===== src/rtl/ProcTypes.sv =====
// Instruction classes produced by the RV32I decoder and consumed by the control sequencer.
package ProcTypes;

  typedef enum logic [3:0] {
    Unsupported,
    OP,
    OPIMM,
    LUI,
    AUIPC,
    JAL,
    JALR,
    BRANCH,
    LOAD,
    STORE,
    PMUL
  } IType;

endpackage


===== src/rtl/core_sequencer.sv =====
// Multi-cycle FETCH/DECODE/EXEC/MEM/MUL/WB control for the basic RV32I core.
// Define CORE_SEQ_PMUL_EN to enable the PMUL path; without it PMUL decodes as Unsupported.
module core_sequencer
  import ProcTypes::*;
#(
  parameter logic [31:0] RESET_INSTRET = 32'h0
) (
  input  logic        clk_in,
  input  logic        rst_n_in,
  input  logic        start_in,
  input  IType        itype_in,
  input  logic        br_taken_in,
  input  logic        imem_rvalid_in,
  input  logic        dmem_rvalid_in,
  input  logic        mul_done_in,
  output logic        imem_req_out,
  output logic        ir_we_out,
  output logic        dmem_req_out,
  output logic        dmem_we_out,
  output logic        mul_start_out,
  output logic        rf_we_out,
  output logic        pc_we_out,
  output logic [1:0]  pc_sel_out,
  output logic        busy_out,
  output logic        trap_out,
  output logic [31:0] instret_out
);

  typedef enum logic [2:0] {
    StIdle, StFetch, StDecode, StExec, StMem, StMul, StWb, StTrap
  } state_e;

  state_e      state_q, state_d;
  IType        itype_q, itype_d;
  logic [31:0] instret_q;

`ifndef CORE_SEQ_PMUL_EN
  logic unused_mul_done;
  assign unused_mul_done = mul_done_in;
`endif

  always_ff @(posedge clk_in or negedge rst_n_in) begin
    if (!rst_n_in) begin
      state_q   <= StIdle;
      itype_q   <= Unsupported;
      instret_q <= RESET_INSTRET;
    end else begin
      state_q <= state_d;
      itype_q <= itype_d;
      // Every retire is marked by a PC update; the counter wraps naturally.
      if (pc_we_out) begin
        instret_q <= instret_q + 32'd1;
      end
    end
  end

  always_comb begin
    state_d       = state_q;
    itype_d       = itype_q;
    imem_req_out  = 1'b0;
    ir_we_out     = 1'b0;
    dmem_req_out  = 1'b0;
    dmem_we_out   = 1'b0;
    mul_start_out = 1'b0;
    rf_we_out     = 1'b0;
    pc_we_out     = 1'b0;
    pc_sel_out    = 2'd0;

    unique case (state_q)
      StIdle: begin
        if (start_in) state_d = StFetch;
      end
      StFetch: begin
        imem_req_out = 1'b1;
        if (imem_rvalid_in) begin
          ir_we_out = 1'b1;
          state_d   = StDecode;
        end
      end
      StDecode: begin
        itype_d = itype_in;
        case (itype_in)
          OP, OPIMM, LUI, AUIPC, JAL, JALR, BRANCH, LOAD, STORE: state_d = StExec;
`ifdef CORE_SEQ_PMUL_EN
          PMUL: state_d = StExec;
`endif
          default: state_d = StTrap;
        endcase
      end
      StExec: begin
        case (itype_q)
          OP, OPIMM, LUI, AUIPC, JAL, JALR: state_d = StWb;
          LOAD: state_d = StMem;
          STORE: begin
            dmem_we_out = 1'b1;
            state_d     = StMem;
          end
          BRANCH: begin
            pc_we_out  = 1'b1;
            pc_sel_out = br_taken_in ? 2'd1 : 2'd0;
            state_d    = StFetch;
          end
`ifdef CORE_SEQ_PMUL_EN
          PMUL: begin
            mul_start_out = 1'b1;
            state_d       = StMul;
          end
`endif
          default: state_d = StTrap;
        endcase
      end
      StMem: begin
        dmem_req_out = 1'b1;
        dmem_we_out  = (itype_q == STORE);
        if (dmem_rvalid_in) begin
          if (itype_q == STORE) begin
            pc_we_out = 1'b1;
            state_d   = StFetch;
          end else begin
            state_d = StWb;
          end
        end
      end
`ifdef CORE_SEQ_PMUL_EN
      StMul: begin
        if (mul_done_in) state_d = StWb;
      end
`endif
      StWb: begin
        rf_we_out = 1'b1;
        pc_we_out = 1'b1;
        if (itype_q == JAL) begin
          pc_sel_out = 2'd1;
        end else if (itype_q == JALR) begin
          pc_sel_out = 2'd2;
        end
        state_d = StFetch;
      end
      StTrap: begin
        state_d = StTrap;
      end
      default: state_d = StIdle;
    endcase
  end

  assign busy_out    = (state_q != StIdle) && (state_q != StTrap);
  assign trap_out    = (state_q == StTrap);
  assign instret_out = instret_q;

endmodule


===== config.mk =====
export PLATFORM = sky130hd
export DESIGN_NAME = core_sequencer
export DESIGN_NICKNAME = d
export VERILOG_FILES = /design/src/rtl/ProcTypes.sv /design/src/rtl/core_sequencer.sv
export SDC_FILE = /design/constraint.sdc
export NUM_CORES = 1
export LEC_CHECK = 0
export ABC_AREA = 1
export CORE_ASPECT_RATIO = 2
export CORE_MARGIN = 2
export CORE_UTILIZATION = 52
export CTS_CLUSTER_DIAMETER = 100
export DETAILED_ROUTE_END_ITERATION = 12
export GPL_TIMING_DRIVEN = 0
export PLACE_DENSITY_LB_ADDON = 0.12
export SYNTH_ARGS = -nofsm -noshare
export SYNTH_HDL_FRONTEND = slang
export SYNTH_SLANG_ARGS = --single-unit

===== constraint.sdc =====
create_clock -name clk_in -period 1.7 [get_ports clk_in]
set_input_delay 0.34 -clock clk_in [delete_from_list [all_inputs] [get_ports clk_in]]
set_output_delay 0.34 -clock clk_in [all_outputs]
set_load 0.02 [all_outputs]

======== Word level (Yosys, flattened, before mapping) ========
Memories as Yosys holds them, arrays and structs flattened.
Cells that the tools add are included.
word-level totals
  word-level logic and storage cells ...... 51
  bits in read-only memories .............. 16
  input bits .............................. 11
  memories kept ........................... 1
  register bits ........................... 39
operators by class
  multiplexer cells ....................... 21
  eq/ne operators ......................... 19
  $add $sub $neg .......................... 1
  reductions and logical operators ........ 6
memory list
  name             words  bits a word  read ports  clocked after Yosys merged registers in  write ports  RTL line              text
  (no name shown)  16     1            1           0                                        0            core_sequencer.sv:82  case (itype_in)
operators with widths
  kind                   number
  $add 32x1->32 const B  1
  $pmux 3 s7             1
  $eq 4x3->1 const B     4
  $mux 3                 4
  $mux 1                 10
  $eq 3x3->1 const B     3
  $pmux 3 s3             1
  $eq 4x2->1 const B     2
  $eq 4x4->1 const B     2
  $eq 3x2->1 const B     2
  $ne 2x2->1 const B     3
  $reduce_or 6->1        1
  $eq 4x1->1 const B     1
  $mux 2                 2
  $pmux 2 s2             1
  $eq 3x1->1 const B     1
  $logic_not 3->1        1
  $ne 3x3->1 const B     1
  $pmux 1 s3             1
  $reduce_and 3->1       1
  $reduce_bool 3->1      1
  $pmux 1 s2             1
  $reduce_or 2->1        1
  $logic_and 1x1->1      1

======== Logic depth before layout (Yosys ltp) ========
  depth after elaboration ................. 4
  mapped depth ............................ 10
  gate-level depth less buffers ........... 10

======== Worst setup path before layout ========
No wires, ideal clock.
  kind .................................... flip-flop to output port
  start ................................... register state_q[0]
  end ..................................... output port pc_sel_out[0]
  data arrival time ....................... 1.512 ns
  slack ................................... -0.152 ns
  data required time ...................... 1.360 ns
  cell stages (with the launch flop) ...... 6
  buffers on the path ..................... 0
  cells stage by stage .................... dfrtp_1 inv_1 nand2_1 nor2_1 nand2_1 o21ai_0
between the ends
  longest elaborated chain between the ends .. 2
  elaborated cells on any way between the ends .. 3
  classes of those cells .................. 2 x eq/ne; 1 x mux
ends and longest elaborated chain
  element                                   RTL line              text
  from (decl)                               core_sequencer.sv:33  state_e state_q, state_d;
  from (signal assigned)                    core_sequencer.sv:44  state_q <= StIdle;
  from (signal assigned)                    core_sequencer.sv:48  state_q <= state_d;
  $eq 3x3->1 or $eq 3x2->1 (tied branches)  core_sequencer.sv:69  unique case (state_q)
  $pmux 2 s2 (*)                            core_sequencer.sv:69
  to (decl)                                 core_sequencer.sv:23  output logic [1:0] pc_sel_out,
Mark *: on every way between the ends. The rest lies on a longest branch, timed or not.

======== Final worst setup path ========
  start ................................... register itype_q[0]
  end ..................................... output port pc_we_out
between the ends
  longest elaborated chain between the ends .. 4
  elaborated cells on any way between the ends .. 6
  classes of those cells .................. 2 x eq/ne; 4 x mux
ends and longest elaborated chain
  element                 RTL line               text
  from (decl)             core_sequencer.sv:34   IType itype_q, itype_d;
  from (signal assigned)  core_sequencer.sv:45   itype_q <= Unsupported;
  from (signal assigned)  core_sequencer.sv:49   itype_q <= itype_d;
  $eq 4x4->1              core_sequencer.sv:116  if (itype_q == STORE) begin
  $mux 1                  core_sequencer.sv:116
  $mux 1                  core_sequencer.sv:115  if (dmem_rvalid_in) begin
  $pmux 1 s3 (*)          core_sequencer.sv:69
  to (decl)               core_sequencer.sv:22   output logic pc_we_out,
Marks and branches as above.

==> flow_metrics.tcl <==
set metrics [dict create \
    syn_area_um2 2614 \
    synth_seq_cells 39 \
    max_slew.worst_pin.slew_ns 0.9197 \
    synthesis.nets 426 \
    clk_path_buf_depth 2 \
    initial_core_util_pct 53.73 \
    fillCellCount 442 \
    syn-instance-count 414 \
    post-place-ws_ns -0.5579 \
    finalCritPeriodShare_pct 102.8 \
    place.gp.congestion 0.8545 \
    dp_hpwl_mm 5.739 \
    insertion_delay_ns 0.30 \
    fmax_ghz 0.5722 \
    fin_crit_ns 1.748 \
    ff2ff_setup_slack_ns 0.09 \
    cp_max_fo 5 \
    synthTopCellsByCount "nand2_1, nor2_1, inv_1, dfrtp_1, nand3_1" \
    setup_ws_ns -0.04778 \
    grt_pass1_vias 2554 \
    cts-root-buf "clkbuf_8" \
    hold_class "in -> async" \
    yosysMostFrequentCell "nand2_1" \
    r2r_end "instret_out[28]" \
    ant_nets 0 \
    clkTransAtPathRegs_ns 0.08 \
    maxCapViolations 0 \
    core.rowCount 36 \
    synth_edf_count 0 \
    report.final.slew_viol_count 0 \
    tritoncts "done" \
    grt_pass1_wl_mm 11.83 \
    cts.sinks 39 \
    critPathKind "reg -> out" \
    cp_data_arrival_time_ns 1.41 \
    grt_overflow_total 0 \
    via_per_inst 5.205 \
    chipHeight_um 104.3 \
    synth_area_per_cell_um2 6.313 \
    yosysTopAreaCell "dfrtp_1" \
    slew_headroom_pct 38.69 \
    synth_ff_type "dfrtp_1" \
    layout-drive-gt1-share_pct 13.47 \
    diodes 0 \
    r2r-start "itype_q[0]" \
    port_buffers 51 \
    peakVddDrop_v 0.0009920 \
    ioPinCount 54 \
    grt_max_degree 40 \
    syn2layout_area_growth_pct 29.49 \
    setup_viol 4 \
    reg2regPathDepth 11 \
    yosys_warnings 0 \
    postLayoutCellArea_um2 3385 \
    drt_iter0_markers 67 \
    violations "setup timing" \
    hold_viol 0 \
    crit_path_end_kind "output port" \
    postPlaceCellArea_um2 3196 \
    grt.total_usage_pct 28.60 \
    nNetsFinal 488 \
    rsz0062_at_grt "true" \
    status "complete, but fails checks" \
    drc 0 \
    p_per_area_nw_per_um2 977.3 \
    antenna_found_initial 0 \
    synth_top_area_share_pct 37.34 \
    wl_per_cell_um 14.33 \
    fp.coreArea_um2 4865 \
    synth_area_leaders "dfrtp_1, nand2_1, nor2_1, inv_1, nand3_1" \
    die_width_um 54.13 \
    clock_skew_ns 0.007150 \
    htree_levels 2 \
    drtPass1Iterations 4 \
    synthArstFlopShare_pct 100.0 \
    crit_required_ns 1.36 \
    ys_types 23 \
    die-area_um2 5644 \
    numCtsBuffers 5 \
    total_leakage_power_nw 1.839 \
    vias 2769 \
    startpoint_type "flip-flop" \
    holdWs_ns 0.1654 \
    wl_mm 7.624 \
    ys_seq_area_share_pct 37.34 \
]
-- worst max-delay path, cell delays in order (launching register included) --
cell and delay (ns):
dfrtp_2 0.45, nand2_1 0.10, inv_1 0.08, nand2_4 0.10, nor2_4 0.04, nor2_2 0.12, nand2_4 0.08, buf_4 0.16
-- placed cells by master, fill, tap and decap left out, types with 2 or more instances in the layout --
master	synthesis	layout
a21oi_1	3	2
buf_2	0	3
buf_4	3	10
buf_6	4	5
clkbuf_8	0	5
clkdlybuf4s15_2	0	3
clkdlybuf4s50_1	0	10
dfrtp_1	39	36
dfrtp_2	0	3
dlygate4sd2_1	0	17
dlymetal6s2s_1	0	13
inv_1	48	43
inv_2	2	6
nand2_1	171	165
nand2_2	1	5
nand2_4	1	3
nand3_1	22	20
nand3_2	0	2
nand3b_1	7	7
nand4_1	5	5
nor2_1	67	59
nor2_2	4	8
nor2_4	1	5
nor3_1	4	2
nor3_2	0	2
o21ai_0	15	14
o21ai_1	4	5
xor2_1	9	9
-- cells by family (layout without fill, tap and decap cells) --
kind of cell / count (synthesis) / count (layout) / synth area share (%)
xor gates and xnor gates: 10 / 10 / 3.351
DFF: 39 / 39 / 37.34
and+or+nand+nor: 283 / 283 / 44.42
other: 1 / 1 / 0.1435
buffers and inverters: 57 / 118 / 9.765
AOI/OAI and AO/OA: 23 / 23 / 4.500
adders and majority gates: 1 / 1 / 0.4786
-- flip-flops by register name, indices dropped and copies added (netlist names) --
signal       cells
instret_out     32
itype_q          4
state_q          3
-- final cells by class --
type | instances | area (um^2) | share of cell area, %
plain buffers | 6 | 60.06 | 1.774
clock buffers | 6 | 72.57 | 2.144
inverters | 50 | 190.2 | 5.619
well taps | 57 | 71.32 | 2.107
flip-flops and latches | 39 | 979.7 | 28.95
repair buffers | 56 | 536.8 | 15.86
multi-input cells | 318 | 1474 | 43.55
-- worst max path at each step --
stage / from / endpoint / cells after the start
global route: state_q[0] / pc_sel_out[0] / 6
CTS: state_q[0] / pc_sel_out[0] / 6
floorplan: state_q[0] / pc_sel_out[0] / 5
finish: itype_q[0] / pc_we_out / 7
detailed placement: dmem_rvalid_in / pc_we_out / 5
global placement: rst_n_in / state_q[1] / 1
-- through the flow --
step,setup TNS (ns),utilization [%],cells,total power [mW]
6_report,-0.1426,69.57,532,3.308
5_1_grt,-0.3547,69.57,532,3.524
4_1_cts,-0.2202,67.05,529,3.166
3_5_place_dp,-1.724,65.69,522,2.565
3_3_place_gp,-28.42,65.79,522,2.546
2_1_floorplan,-0.03227,-,414,2.075
-- report_power, final --
part / switching (mW) / internal [mW]
sequential: 0.186 / 1.07
clock: 0.325 / 0.274
combinational: 0.908 / 0.546
-- timing repair --
action / CTS / global route
hold buffers: 0 / 0
setup endpoints to repair: 27 / 54
pin swaps: 2 / 5
buffers inserted: 2 / 3
resized for setup: 61 / 44
-- per-layer routing --
layer,track usage (%),wire length (um),share of wire [%],vias up
met1,29.26,2696,35,1294
li1,-,-,-,1385
met5,0,0,0,-
met3,4.885,327,4.3,15
met4,13.93,284,3.7,0
met2,51.46,4316,57,75
No activity file was read; power rests on OpenSTA's default activity.
